<file path="src/rtl/bob_retire_ctl.sv">
// Retire-side consumer of the branch order buffer: reads the head entry, waits for the
// ROB to retire the matching branch, then pops the entry or raises a mispredict redirect.
module bob_retire_ctl #(
  parameter int DATA_WIDTH = 64,
  parameter int TGT_W      = 44
) (
  input  logic                  clk,
  input  logic                  rst,
  input  logic                  flush,
  input  logic                  hasRetire,
  input  logic [5:0]            retire_addr,
  output logic                  doRetire,
  output logic                  read_clkEn,
  output logic [5:0]            read_addr,
  input  logic [DATA_WIDTH-1:0] read_data,
  input  logic                  rob_retire_en,
  input  logic [5:0]            rob_retire_tag,
  output logic                  rob_stall,
  output logic                  mispred_except,
  output logic [TGT_W-1:0]      mispred_target,
  output logic [5:0]            mispred_tag
);

  typedef enum logic [1:0] {
    IDLE = 2'd0,
    HOLD = 2'd1,
    EXC  = 2'd2
  } state_t;

  state_t           state_reg, state_next;
  logic [5:0]       head_tag_reg, head_tag_next;
  logic [TGT_W-1:0] tgt_reg, tgt_next;
  logic [5:0]       mtag_reg, mtag_next;

  logic             entry_resolved;
  logic             entry_mispred;
  logic [TGT_W-1:0] entry_target;
  logic             tag_match;
  logic             retire_fire;

  assign entry_resolved = read_data[0];
  assign entry_mispred  = read_data[1];
  assign entry_target   = read_data[TGT_W+1:2];

  generate
    if (DATA_WIDTH > TGT_W + 2) begin : g_spare_bits
      logic unused_upper;
      assign unused_upper = ^read_data[DATA_WIDTH-1:TGT_W+2];
    end
  endgenerate

  // read_data is live from the RAM, so a resolution write is picked up without a re-read.
  assign tag_match   = rob_retire_en && (rob_retire_tag == head_tag_reg);
  assign retire_fire = (state_reg == HOLD) && tag_match && entry_resolved && hasRetire && !flush;

  always_ff @(posedge clk or negedge rst) begin
    if (!rst) begin
      state_reg    <= IDLE;
      head_tag_reg <= '0;
      tgt_reg      <= '0;
      mtag_reg     <= '0;
    end else begin
      state_reg    <= state_next;
      head_tag_reg <= head_tag_next;
      tgt_reg      <= tgt_next;
      mtag_reg     <= mtag_next;
    end
  end

  always_comb begin
    state_next     = state_reg;
    head_tag_next  = head_tag_reg;
    tgt_next       = tgt_reg;
    mtag_next      = mtag_reg;
    doRetire       = 1'b0;
    read_clkEn     = 1'b0;
    read_addr      = head_tag_reg;
    mispred_except = 1'b0;
    rob_stall      = rob_retire_en && !retire_fire;

    case (state_reg)
      IDLE: begin
        read_addr  = retire_addr;
        read_clkEn = hasRetire && !flush;
        if (hasRetire && !flush) begin
          head_tag_next = retire_addr;
          state_next    = HOLD;
        end
      end
      HOLD: begin
        // A dropped hasRetire means the allocator was reset under us; abandon the entry.
        if (flush || !hasRetire) begin
          state_next = IDLE;
        end else if (retire_fire) begin
          doRetire = 1'b1;
          if (entry_mispred) begin
            tgt_next   = entry_target;
            mtag_next  = head_tag_reg;
            state_next = EXC;
          end else begin
            state_next = IDLE;
          end
        end
      end
      EXC: begin
        mispred_except = !flush;
        state_next     = IDLE;
      end
      default: state_next = IDLE;
    endcase

    // Combinational outputs are forced quiet while reset is held.
    if (!rst) begin
      doRetire       = 1'b0;
      read_clkEn     = 1'b0;
      read_addr      = '0;
      rob_stall      = 1'b0;
      mispred_except = 1'b0;
    end
  end

  assign mispred_target = tgt_reg;
  assign mispred_tag    = mtag_reg;

endmodule

</file>
<file path="config.mk">
export PLATFORM = sky130hd
export DESIGN_NAME = bob_retire_ctl
export DESIGN_NICKNAME = d
export VERILOG_FILES = /design/src/rtl/bob_retire_ctl.sv
export SDC_FILE = /design/constraint.sdc
export NUM_CORES = 1
export LEC_CHECK = 0
export ABC_AREA = 0
export BUFFER_PORTS_ARGS = -buffer_cell sky130_fd_sc_hd__buf_2
export CORE_AREA = 2 2 56 110
export DETAILED_ROUTE_END_ITERATION = 8
export DIE_AREA = 0 0 58 112
export GPL_ROUTABILITY_DRIVEN = 0
export PLACE_DENSITY = 0.82
export SLEW_MARGIN = 20
export SYNTH_ARGS = -nofsm -noshare
export SYNTH_HDL_FRONTEND = slang
export SYNTH_SLANG_ARGS = --single-unit
</file>
<file path="constraint.sdc">
create_clock -name clk -period 5.3 [get_ports clk]
set_clock_uncertainty 0.2 [all_clocks]
set_input_delay 0.265 -clock clk [delete_from_list [all_inputs] [get_ports clk]]
set_output_delay 0.265 -clock clk [all_outputs]
set_load 0.1 [all_outputs]
</file>
# After elaboration in Yosys (flattened, before gate mapping)
# Index checks and enable logic that the tools add are counted.
# totals
regBits	58
input_bits	81
# classes
eq_ne	5
muxes	16
n_bitwise	1
n_reduce_logical	15
# op_table
operator	n
$mux W6	2
$mux W1	9
$mux W2	4
$logic_and A1 B1 Y1	7
$eq A6 B6 Y1	1
$pmux W2 S2	1
$reduce_and A2 Y1	2
$reduce_and A4 Y1	1
$logic_not A1 Y1	3
$ne A3 B2 Y1 const B	1
$eq A2 B1 Y1 const B	1
$eq A2 B2 Y1 const B	1
$logic_not A2 Y1	1
$ne A2 B2 Y1 const B	1
$logic_or A1 B1 Y1	1
$not A1 Y1	1

# Longest topological paths before layout
# logic_depth
depth_word	10
mapped_depth	6
mapped_depth_nobuf	4

# Least setup slack after synthesis
# OpenSTA, ideal clock, no wires.
# synth_path
kind	reg2out
start	reg state_reg[1]
end	out read_addr[0]
arrival_ps	3024
slack_ps	1811
stages_incl_launch_ff	5
cell_sequence	dfrtp_1 clkbuf_1 nor2_1 nand2_1 a21boi_0
# synth_via
elab_chain_len	3
# synth_lines
item	line	text
start, declared	30	state_t state_reg, state_next;
start signal, assigned	63	state_reg <= state_next;
$logic_not A2 Y1	81	case (state_reg)
$mux W6	81	
$mux W6	113	if (!rst) begin
end, declared	14	output logic [5:0] read_addr,
# No other way between the ends.

# Worst setup path in the final report
# layout_path
start	reg state_reg[1]
end	reg tgt_reg[31], in the netlist mispred_target[31]
# layout_via
elab_chain_len	6
# layout_lines
item	line	text
$eq A2 B1 Y1 *	54, 81	
$logic_and A1 B1 Y1 (4 in series)	54	assign retire_fire = (state_reg == HOLD) && tag_match && entry_resolved && hasRetire && !flush;
$reduce_and A4 Y1 (no source line) *	n/a	
end signal, assigned	65	tgt_reg <= tgt_next;
end, declared	32	logic [TGT_W-1:0] tgt_reg, tgt_next;
# Mark *: on every way between the ends. The rest lies on a longest branch, timed or not.
# A chain may end at the register's enable or synchronous reset.

==> flow_metrics.tcl <==
set metrics [dict create \
    status "finished, final reports clean" \
    avgSynthCellArea_um2 16.3 \
    met2_length_um 3980 \
    worstPathMaxFanout 50 \
    fin_area_um2 4070 \
    place.detailed.hpwl_um 4210 \
    top_layer_used "met4" \
    n_antenna_cell 0 \
    slew_headroom_pct 32.6 \
    drt-total-wl_um 7030 \
    min_period_ns 3.01 \
    antenna_found_initial 0 \
    rows 39 \
    synth_seq_area_share_pct 55.7 \
    crit_chain "nand4b_1 -> nor4_2 -> nand3_4 -> mux2_4" \
    tightest_slew_ns 1.01 \
    period_share_pct 56.8 \
    yosys_register_bits 58 \
    critPathMaxStageDelay_ns 0.83 \
    cts-buffers-inserted 9 \
    min_path_type "in2reg" \
    tritoncts "built" \
    required_ns 5.29 \
    syn_inst 160 \
    worstSetupStartpointType "flop" \
    die_area_um2 6500 \
    core_area_um2 5660 \
    die_h_um 112 \
    p_leak_nw 2.35 \
    synth_area_um2 2610 \
    clk_latency_ns 0.32 \
    critPathBufInv 0 \
    grt_max_degree 51 \
    syn2layout_area_growth_pct 56.1 \
    holdWs_ns 0.0273 \
    port_buffers 122 \
    fmax_mhz 332 \
    cp_slowest_cell "nand3_4" \
    setup_viol 0 \
    power_density_nw_per_um2 307 \
    drc 0 \
    grt_pass1_vias 2256 \
    via_count 2009 \
    wl_met1_um 2370 \
    drive_above_1_share_pct 58.3 \
    cp-end-kind "flop" \
    post-place-ws_ns 2.29 \
    syn_nets 241 \
    cts.sinks 58 \
    nNetsFinal 419 \
    viasPerCell 4.97 \
    htreeDepth 3 \
    cts.repair.resized 0 \
    synth_warnings 0 \
    critPathKind "reg2reg" \
    cts_root_buffer "clkbuf_16" \
    cap_viol_max_count 0 \
    final.setup.worst_slack_ns 2.29 \
    dr_wl_met3_um 332 \
    hold_viol 0 \
    antenna_left 0 \
    worst-endpoint-arrival_ns 3.00 \
    grt_pass1_wl_um 10900 \
    filler_cell_count 368 \
    path_clk_slew_ns 0.05 \
    grt-ovfl-total 0 \
    start_util_pct 46.0 \
    num_io_pins 141 \
    postCtsSetupBuffers 0 \
    largest_reg_flops 44 \
    place_area_um2 3240 \
    setup_tns_ns 0 \
    vdd_drop_max_mv 0.297 \
    cts_buffer_depth 2 \
    drtIter0Drc 53 \
    first_pass_iters 4 \
    die_w_um 58 \
    synth_cell_types 20 \
    globalRouteTotalUtil_pct 22.9 \
    critPathTopFamily "simple AND/OR/NAND/NOR gates" \
    drt-wirelength-per-cell_um 17.4 \
    rsz0062_at_grt "false" \
    final-max-slew-violation-count 0 \
]
[Yosys cell counts (all sizes together)]
cell type | count | area, um^2
a21boi | 6 | 45.0
and2 | 2 | 12.5
and3 | 2 | 13.8
and4bb | 1 | 12.5
buf | 6 | 67.6
clkbuf | 1 | 3.75
dfrtp | 58 | 1450
mux2 | 56 | 818
nand2 | 7 | 26.3
nand2b | 1 | 6.26
nand3 | 1 | 10.0
nand4b | 1 | 8.76
nor2 | 2 | 7.51
nor3 | 2 | 15.0
nor4 | 2 | 25.0
o21ai | 6 | 30.0
xor2 | 6 | 52.6
[cell families (layout without fill, tap and decap cells)]
group                     after synthesis  count (layout)  share of synthesized area (%)
muxes                                  56              56                           31.4
AOI/OAI and AO/OA                      12              12                           2.88
and+or+nand+nor                        21              21                           5.28
xor gates and xnor gates                6               6                           2.02
buffers and inverters                   7             190                           2.74
DFF                                    58              58                           55.7
[worst paths after layout]
kind	from	end	slack, ns	cells after the start
worst max-delay path	state_reg[1]	mispred_target[31]	2.29	4
worst min-delay path	read_data[1]	state_reg[1]	0.03	2
worst max register to register	state_reg[1]	mispred_target[31]	2.29	4
worst min register to register	mispred_target[7]	mispred_target[7]	0.30	1
max in group asynchronous	rst	mispred_tag[5]	3.75	3
min in group asynchronous	rst	head_tag_reg[2]	0.21	2
[power breakdown]
group / total (mW) / internal, mW / switching (mW) / leakage (nW)
Sequential: 0.469 / 0.456 / 0.0129 / 0.796
Clock: 0.614 / 0.422 / 0.192 / 0.156
Combinational: 0.166 / 0.0671 / 0.0987 / 1.40
[placed cells by master, fill, tap and decap left out, drive strengths merged]
| cell | netlist | routed |
|---|---|---|
| nand2 | 7 | 7 |
| and4bb | 1 | 1 |
| and2 | 2 | 2 |
| o21ai | 6 | 6 |
| mux2 | 56 | 56 |
| dfrtp | 58 | 58 |
| clkinv | 0 | 2 |
| clkinvlp | 0 | 1 |
| bufinv | 0 | 2 |
| xor2 | 6 | 6 |
| a21boi | 6 | 6 |
| nand3 | 1 | 1 |
| buf | 6 | 123 |
| nor2 | 2 | 2 |
| nor4 | 2 | 2 |
| and3 | 2 | 2 |
| nand2b | 1 | 1 |
| nor3 | 2 | 2 |
| dlygate4sd3 | 0 | 51 |
| clkbuf | 1 | 11 |
| nand4b | 1 | 1 |
[layout make-up]
class	count	area, um^2	share of cell area [%]
sequential	58	1450	35.7
timing repair buffer	174	1130	27.7
tap	61	76.3	1.88
clock buffer	11	243	5.97
clock inverter	5	77.6	1.91
multi-input combinational	95	1090	26.8
[timing repair]
item	CTS	global route
endpoints found under the hold margin	60	0
endpoints found under the setup margin	0	0
hold buffers	51	0
[layer usage]
layer  global-route usage, %  up-vias
met2                    40.3       89
li1                        -      922
met3                    7.43       30
met4                    14.0        0
met5                       0        -
met1                    22.1      968
[metrics by stage]
step | cells | util [%] | power (mW)
2_1_floorplan | 160 | - | 0.563
3_3_place_gp | 337 | 57.2 | 0.608
3_5_place_dp | 337 | 57.2 | 0.612
4_1_cts | 404 | 71.9 | 1.26
5_1_grt | 404 | 71.9 | 1.30
6_report | 404 | 71.9 | 1.25
Power figures use the tool's default switching activity.
